===== config.mk =====
export PLATFORM = sky130hd
export DESIGN_NAME = crc24_attach
export DESIGN_NICKNAME = d
export VERILOG_FILES = /design/src/rtl/crc24_attach.sv
export SDC_FILE = /design/constraint.sdc
export NUM_CORES = 1
export LEC_CHECK = 0
export ABC_AREA = 0
export CORE_MARGIN = 3
export CORE_UTILIZATION = 53
export CTS_BUF_LIST = sky130_fd_sc_hd__clkbuf_4
export CTS_CLUSTER_DIAMETER = 80
export DETAILED_ROUTE_END_ITERATION = 6
export PLACE_DENSITY = 0.79
export RECOVER_POWER = 100
export SETUP_SLACK_MARGIN = 0.02
export SLEW_MARGIN = 20
export SYNTH_ARGS = -nofsm -noshare
export SYNTH_HDL_FRONTEND = slang
export SYNTH_SLANG_ARGS = --single-unit

===== constraint.sdc =====
create_clock -name clk -period 2.5 [get_ports clk]
set_input_delay 0.5 -clock clk [delete_from_list [all_inputs] [get_ports clk]]
set_output_delay 0.5 -clock clk [all_outputs]
set_load 0.05 [all_outputs]

===== src/rtl/crc24_attach.sv =====
// rtl/crc24_attach.sv - stream CRC24A/CRC24B attach engine with one output register stage
// Payload beats pass through; the CRC follows as CRC_W/DATA_W beats, MSB slice first.
module crc24_attach #(
  parameter int               DATA_W = 8,
  parameter int               CRC_W  = 24,
  parameter logic [CRC_W-1:0] POLY_A = 24'h864CFB,
  parameter logic [CRC_W-1:0] POLY_B = 24'h800063,
  parameter logic [CRC_W-1:0] INIT   = '0
) (
  input  logic              clk,
  input  logic              reset,
  input  logic [DATA_W-1:0] in_data,
  input  logic              in_valid,
  input  logic              in_last,
  input  logic              crc_sel,
  output logic              in_ready,
  output logic [DATA_W-1:0] out_data,
  output logic              out_valid,
  output logic              out_last,
  input  logic              out_ready,
  output logic [CRC_W-1:0]  crc_out,
  output logic              busy
);

  localparam int NBEATS = CRC_W / DATA_W;
  localparam int CNT_W  = $clog2(NBEATS + 1);

  typedef enum logic [1:0] {IDLE, DATA, APPEND} state_t;

  state_t              state_q, state_d;
  logic [CRC_W-1:0]    crc_q, crc_d;
  logic                sel_q, sel_d;
  logic [CRC_W-1:0]    shift_q, shift_d;
  logic [CNT_W-1:0]    cnt_q, cnt_d;
  logic [CRC_W-1:0]    crc_out_q, crc_out_d;
  logic [DATA_W-1:0]   out_data_q, out_data_d;
  logic                out_valid_q, out_valid_d;
  logic                out_last_q, out_last_d;

  logic                out_free;
  logic                in_fire;
  logic                sel_eff;
  logic [CRC_W-1:0]    poly_eff;
  logic [CRC_W-1:0]    crc_base;
  logic [CRC_W-1:0]    crc_next;

  // Bit-serial definition, unrolled by the loop into one XOR network per beat.
  function automatic logic [CRC_W-1:0] crc_step(input logic [CRC_W-1:0] crc_in,
                                                input logic [DATA_W-1:0] data,
                                                input logic [CRC_W-1:0] poly);
    logic [CRC_W-1:0] c;
    logic             fb;
    c = crc_in;
    for (int i = DATA_W - 1; i >= 0; i--) begin
      fb = c[CRC_W-1] ^ data[i];
      c  = {c[CRC_W-2:0], 1'b0} ^ (fb ? poly : '0);
    end
    return c;
  endfunction

  assign out_free = !out_valid_q || out_ready;
  assign in_ready = (state_q != APPEND) && out_free;
  assign in_fire  = in_valid && in_ready;

  // The first beat of a frame uses the live crc_sel and INIT; later beats use the latched values.
  assign sel_eff  = (state_q == IDLE) ? crc_sel : sel_q;
  assign poly_eff = sel_eff ? POLY_B : POLY_A;
  assign crc_base = (state_q == IDLE) ? INIT : crc_q;
  assign crc_next = crc_step(crc_base, in_data, poly_eff);

  always_comb begin
    state_d     = state_q;
    crc_d       = crc_q;
    sel_d       = sel_q;
    shift_d     = shift_q;
    cnt_d       = cnt_q;
    crc_out_d   = crc_out_q;
    out_data_d  = out_data_q;
    out_valid_d = out_valid_q;
    out_last_d  = out_last_q;

    if (out_free) begin
      out_valid_d = 1'b0;
      out_last_d  = 1'b0;
    end

    case (state_q)
      IDLE, DATA: begin
        if (in_fire) begin
          crc_d       = crc_next;
          out_data_d  = in_data;
          out_valid_d = 1'b1;
          if (state_q == IDLE) begin
            sel_d = crc_sel;
          end
          if (in_last) begin
            state_d   = APPEND;
            shift_d   = crc_next;
            cnt_d     = '0;
            crc_out_d = crc_next;
          end else begin
            state_d = DATA;
          end
        end
      end
      APPEND: begin
        // Once the last CRC beat is loaded, wait for it to drain before accepting a new frame.
        if (out_valid_q && out_last_q && out_ready) begin
          state_d = IDLE;
        end else if (out_free && (cnt_q != CNT_W'(NBEATS))) begin
          out_data_d  = shift_q[CRC_W-1 -: DATA_W];
          out_valid_d = 1'b1;
          out_last_d  = (cnt_q == CNT_W'(NBEATS - 1));
          shift_d     = shift_q << DATA_W;
          cnt_d       = cnt_q + 1'b1;
        end
      end
      default: state_d = IDLE;
    endcase
  end

  always_ff @(posedge clk or posedge reset) begin
    if (reset) begin
      state_q     <= IDLE;
      crc_q       <= '0;
      sel_q       <= 1'b0;
      shift_q     <= '0;
      cnt_q       <= '0;
      crc_out_q   <= '0;
      out_data_q  <= '0;
      out_valid_q <= 1'b0;
      out_last_q  <= 1'b0;
    end else begin
      state_q     <= state_d;
      crc_q       <= crc_d;
      sel_q       <= sel_d;
      shift_q     <= shift_d;
      cnt_q       <= cnt_d;
      crc_out_q   <= crc_out_d;
      out_data_q  <= out_data_d;
      out_valid_q <= out_valid_d;
      out_last_q  <= out_last_d;
    end
  end

  assign out_data  = out_data_q;
  assign out_valid = out_valid_q;
  assign out_last  = out_last_q;
  assign crc_out   = crc_out_q;
  assign busy      = (state_q != IDLE);

endmodule

After elaboration in Yosys (flattened, before gate mapping)

Cells that the tools add are included.

Input port bits: 14
Register bits: 87
Output and inout port bits: 36
Word-level logic and storage cells: 90

Bitwise logic cells: 16
Mux-type cells: 38
Reduce and logical (&&, ||, !) cells: 16
Add/subtract/negate cells: 1
Eq/ne operators: 10

Operators by type and width:

| operator                                                               | number |
|---|---|
| 24-bit 2-to-1 mux                                                      | 13 |
| 24-bit bitwise XOR                                                     | 8 |
| 24-bit one-hot mux with 2 select lines                                 | 1 |
| 8-bit 2-to-1 mux                                                       | 3 |
| 19-bit 2-to-1 mux                                                      | 1 |
| 8-bit one-hot mux with 2 select lines                                  | 1 |
| 2-bit 2-to-1 mux                                                       | 7 |
| 2-bit != test (second input constant)                                  | 7 |
| 1-bit 2-to-1 mux                                                       | 9 |
| 2-bit one-hot mux with 2 select lines                                  | 2 |
| 1-bit bitwise XOR                                                      | 8 |
| 1-bit logical AND                                                      | 5 |
| 5-bit AND reduction                                                    | 1 |
| 2-bit equality test (second input constant)                            | 2 |
| 2-bit AND reduction                                                    | 2 |
| 4-bit AND reduction                                                    | 1 |
| 2-bit nonzero test                                                     | 2 |
| 3-bit AND reduction                                                    | 1 |
| 2-bit by 1-bit adder with 2-bit output (second input constant)         | 1 |
| 2-bit by 1-bit equality test with 1-bit output (second input constant) | 1 |
| 2-bit logical NOT                                                      | 1 |
| 1-bit one-hot mux with 2 select lines                                  | 1 |
| 2-bit OR reduction                                                     | 1 |
| 1-bit logical NOT                                                      | 1 |
| 1-bit logical OR                                                       | 1 |

Logic depth before layout (Yosys ltp)

Depth in word-level cells: 29
Depth in mapped cells: 12
Depth with buffers taken out: 9

Least setup slack after synthesis

OpenSTA, ideal clock, no wires.

Path type: input to register
Start: input in_data[6]
End: register crc_out_q[3], in the netlist crc_out[3]
Setup time: 0.125 ns
Cell stages on the path: 8
Slack: -0.105 ns
Data required time: 2.375 ns
Data arrival time: 2.480 ns
Path buffers: 1
Cell sequence: buf_2 > xor2_1 > xnor3_2 > xnor2_4 > xnor3_2 > nand2_2 > xor2_2 > mux2_2

Cells in the longest elaborated chain, start to end: 21

RTL lines:

| element                | RTL line | RTL |
|---|---|---|
| start: declaration     | 12       | `input logic [DATA_W-1:0] in_data,` |
| 1-bit bitwise XOR *    | 55       | `fb = c[CRC_W-1] ^ data[i];` |
| 24-bit 2-to-1 mux *    | 56       | `c = {c[CRC_W-2:0], 1'b0} ^ (fb ? poly : '0);` |
| 24-bit bitwise XOR *   | 56       |  |
| 1-bit bitwise XOR      | 55       |  |
| 24-bit 2-to-1 mux      | 56       |  |
| 24-bit bitwise XOR *   | 56       |  |
| 1-bit bitwise XOR      | 55       |  |
| 24-bit 2-to-1 mux      | 56       |  |
| [5 not listed]         | --       |  |
| 24-bit 2-to-1 mux      | 56       |  |
| 24-bit bitwise XOR *   | 56       |  |
| 1-bit bitwise XOR      | 55       |  |
| 24-bit 2-to-1 mux      | 56       |  |
| 24-bit bitwise XOR *   | 56       |  |
| 1-bit bitwise XOR      | 55       |  |
| 24-bit 2-to-1 mux      | 56       |  |
| 24-bit bitwise XOR *   | 56       |  |
| end signal: assignment | 139      | `crc_out_q <= crc_out_d;` |
| end: declaration       | 35       | `logic [CRC_W-1:0] crc_out_q, crc_out_d;` |

Every way passes the cells marked *; elsewhere a longest branch is shown, timed or not.
A chain may end at the register's enable or synchronous reset.

Final worst setup path

Start: register state_q[1]
End: register shift_q[14]

Cells in the longest elaborated chain, start to end: 29
Elaborated cells on any way between the ends: 43
Those cells by class: eq/ne: 7; mux: 14; bitwise: 16; reduce/logical: 6

RTL lines:

| element                                | RTL line   | RTL |
|---|---|---|
| start: declaration                     | 30         | `state_t state_q, state_d;` |
| start signal: assignment               | 134        | `state_q <= state_d;` |
| 2-bit logical NOT                      | 66, 68, 87 |  |
| 24-bit 2-to-1 mux                      | 68         | `assign crc_base = (state_q == IDLE) ? INIT : crc_q;` |
| 1-bit bitwise XOR                      | 55         |  |
| 24-bit 2-to-1 mux                      | 56         |  |
| 24-bit bitwise XOR                     | 56         |  |
| 1-bit bitwise XOR                      | 55         |  |
| 24-bit 2-to-1 mux                      | 56         |  |
| 24-bit bitwise XOR                     | 56         |  |
| [13 not listed]                        | --         |  |
| 24-bit 2-to-1 mux                      | 56         |  |
| 24-bit bitwise XOR                     | 56         |  |
| 1-bit bitwise XOR                      | 55         |  |
| 24-bit 2-to-1 mux                      | 56         |  |
| 24-bit bitwise XOR                     | 56         |  |
| 24-bit 2-to-1 mux                      | 96         | `if (in_last) begin` |
| 24-bit 2-to-1 mux                      | 89         | `if (in_fire) begin` |
| 24-bit one-hot mux with 2 select lines | 87         | `case (state_q)` |
| end signal: assignment                 | 137        | `shift_q <= shift_d;` |
| end: declaration                       | 33         | `logic [CRC_W-1:0] shift_q, shift_d;` |

Parallel ways exist; a longest one is shown, timed or not. The select of a mux whose other input is x is not followed.

==> impl_results.md <==
- Arrival time at the worst endpoint: 3.15 ns
- Failing checks: negative setup slack
- FP Rows: 33
- H-tree depth: 3
- CP Class: flip-flop to flip-flop
- Vias per std cell: 5.75
- R2R setup slack: -0.30 ns
- CP peak stage delay: 0.50 ns
- Fill cells: 511
- CTS tree: built
- Routed WL: 13,600 µm
- Worst-path clk slew: 0.16 ns
- CTS Buffer Depth: 2
- Hold buffers post-CTS: 0
- Die Height: 98.9 µm
- Post-synth cell types: 51
- Status: finished, violations left
- Final core occ: 76.1%
- R2R depth: 11
- Sequential share of the synthesized area: 47.6%
- Diode count: 0
- WP depth: 11
- Worst path bufs/invs: 3
- Most used cell, CP: buf_4
- Final period util: 112%
- Synth Net Count: 475
- CP required: 2.86 ns
- Die W: 98.9 µm
- Clk_lat worst skew: 0.46 ns
- TritonCTS Buffers: 9
- Max Clk Rate: 357 MHz
- Post-Syn Instances: 459
- DRC: 0
- CTS Sinks: 87
- Worst min path class: input port to async pin
- First-pass GRT wire length: 20,600 µm
- Slew margin rel.: 45.6%
- Non-filler instance count after layout: 681
- Top layer in use: met4
- Number of nets in the layout: 587
- Final Max Tran Viols: 0
- Die area: 9770 µm²
- IO Port Bufs: 49
- Root Buffer: clkbuf_4
- Setup ws final: -0.299 ns
- # IOs: 50
- Startpoint Class: flip-flop
- Pin count of the biggest net entering global routing: 48
- CP Launch Point: state_q[1]
- Critical Path, Cell by Cell: buf_6 > o21ai_4 > xor2_2 > xnor3_2 > xnor2_4 > buf_4 > mux2i_1 > xnor2_1 > xnor2_2 > buf_4 > o21ai_1
- Flops & latches, synth: 87
- DRT Pass-1 Iters: 5
- Critical R2R Launch: state_q[1]
- Fin. Hold Viols: 0
- YS warnings: 0
- Starting Density: 55.1%
- Final min period: 2.80 ns
- Worst r2r dst: shift_q[14]
- Synth Area per Inst: 9.96 µm²
- Setup Viol. Count Final: 39
- DPL Wire Length: 9030 µm
- Max Fanout on Critical Path: 5
- RePlAce Congestion: 0.887
- Synthesis-to-finish area growth: 38.2%
- Synthesized area: 4570 µm²
- Share of post-route cells with drive strength above 1: 29.2%
- Vias in the first global route: 3,981
- Antenna Nets Post-Route: 0
- RSZ-0062 raised after global routing: true
- CP endpoint: shift_q[14]
- Slowest CP cell: dfrtp_2
- Setup crit end kind: flip-flop
- WL met3: 851 µm
- Drt first-iter violations: 298
- M1 WL: 5450 µm
- Placed Instances: 651
- Worst Tran Pin Value: 0.816 ns
- Core area: 8300 µm²
- CP delay by family, top: XOR/XNOR gates
- Worst Skew: 0.0231 ns
- WL met2: 6690 µm
- Global Route Usage Sum: 27.2%
- Grt total ovfl: 0
- Wire per inst: 20.0 µm
- Vias: 3,917
- Initial antenna violation count: 0
- Max-Cap Viols: 0
- Final setup TNS: -6.30 ns
worst register-to-register path, delay by kind of cell (launching register included):
| kind | cells | cell delay [ns] |
|---|---|---|
| multiplexers | 1 | 0.24 |
| XOR/XNOR | 5 | 1.24 |
| AO/OA/AOI/OAI | 2 | 0.22 |
| buffers and inverters | 3 | 0.50 |
| flip-flops | 1 | 0.50 |
per-layer routing:
layer  global-route usage [%]  up-vias
met5                        0        -
met4                     12.2        0
met3                     6.02       47
met2                     44.7      160
met1                     34.5     1934
li1                         -     1776
stage by stage:
step	instance area (µm²)	hold slack, ns	setup WS (ns)
2_1_floorplan	4610	0.446	-0.0259
3_3_place_gp	5640	0.461	-0.639
3_5_place_dp	5640	0.469	-0.692
4_1_cts	5990	0.337	-0.133
5_1_grt	6310	0.494	-0.367
6_report	6310	0.497	-0.299
layout make-up:
| class | instances | area, µm² | area share, % |
|---|---|---|---|
| multi-input cells | 339 | 2650 | 42.0 |
| clock buffers | 9 | 67.6 | 1.07 |
| repair buffers | 129 | 1180 | 18.8 |
| clock inverters | 7 | 77.6 | 1.23 |
| flip-flops and latches | 87 | 2180 | 34.5 |
| inverters | 5 | 22.5 | 0.357 |
| well taps | 105 | 131 | 2.08 |
synth_stat cells, drive strengths merged:
| library cell | count | share of area [%] |
|---|---|---|
| a211o | 2 | 0.38 |
| and4 | 1 | 0.19 |
| dfrtp | 87 | 48 |
| a31o | 3 | 0.58 |
| o21bai | 1 | 0.16 |
| a211oi | 2 | 0.44 |
| o21ai | 67 | 7.4 |
| clkbuf | 21 | 1.7 |
| buf | 7 | 1.1 |
| a22o | 1 | 0.19 |
| a21oi | 11 | 1.2 |
| nor2 | 31 | 2.8 |
| a22oi | 16 | 2.6 |
| xor2 | 18 | 4.9 |
| nand2 | 86 | 7.2 |
| inv | 5 | 0.47 |
| nand3b | 1 | 0.16 |
| nand3 | 7 | 0.77 |
| o2bb2ai | 2 | 0.38 |
| mux2 | 4 | 1.1 |
| a21o | 8 | 1.3 |
| and3 | 2 | 0.38 |
| nand2b | 4 | 0.55 |
| nor3 | 2 | 0.22 |
| xnor3 | 5 | 2.5 |
| o22ai | 2 | 0.27 |
| a221o | 1 | 0.22 |
| ha | 2 | 0.55 |
| o21a | 2 | 0.33 |
| xnor2 | 41 | 8.3 |
| and2 | 4 | 0.55 |
| mux2i | 12 | 3.0 |
| a311oi | 1 | 0.33 |
how the worst min path moves through the flow:
stage / cells after the start / startpoint / to
after floorplan: 2 / shift_q[1] / shift_q[1]
after CTS: 2 / reset / crc_out[8]
final: 2 / reset / crc_out[8]
after detailed placement: 1 / crc_out[0] / crc_out[0]
after global routing: 2 / reset / crc_out[8]
after global placement: 2 / shift_q[2] / shift_q[2]
state kept, by name, summed over array words and instances (netlist names):
register and count:
crc_out 24, crc_q 24, shift_q 24, out_data 8, cnt_q 2, state_q 2, out_last 1, out_valid 1
sel_q 1
repair_timing:
action,CTS,global route
pin swaps,16,24
setup buffers,7,12
gates resized for setup,28,60
cloned,0,0
endpoints found under the setup margin,42,50
layout by cell type, fill, tap and decap left out, drive strengths merged, types with 8 or more instances in the layout:
master	instances
nand2	86
xor2	18
clkdlybuf4s50	44
mux2i	12
dfrtp	87
a21o	8
clkbuf	12
a21oi	11
nor2	31
a22oi	16
o21ai	67
buf	79
xnor2	41
cells by family (layout without fill, tap and decap cells):
kind of cell | after synthesis | after routing | share of synthesized area [%]
flip-flops | 87 | 87 | 47.6
AO/OA/AOI/OAI | 119 | 119 | 15.9
AND/OR/NAND/NOR | 138 | 138 | 12.9
multiplexers | 16 | 16 | 4.05
buffers and inverters | 33 | 150 | 3.31
adder cells (fa/ha/maj) | 2 | 2 | 0.548
XOR/XNOR | 64 | 64 | 15.7
Power is left out: the tool's default activity adds up to more than one toggle a clock period on the data nets, which glitch-free logic cannot reach.
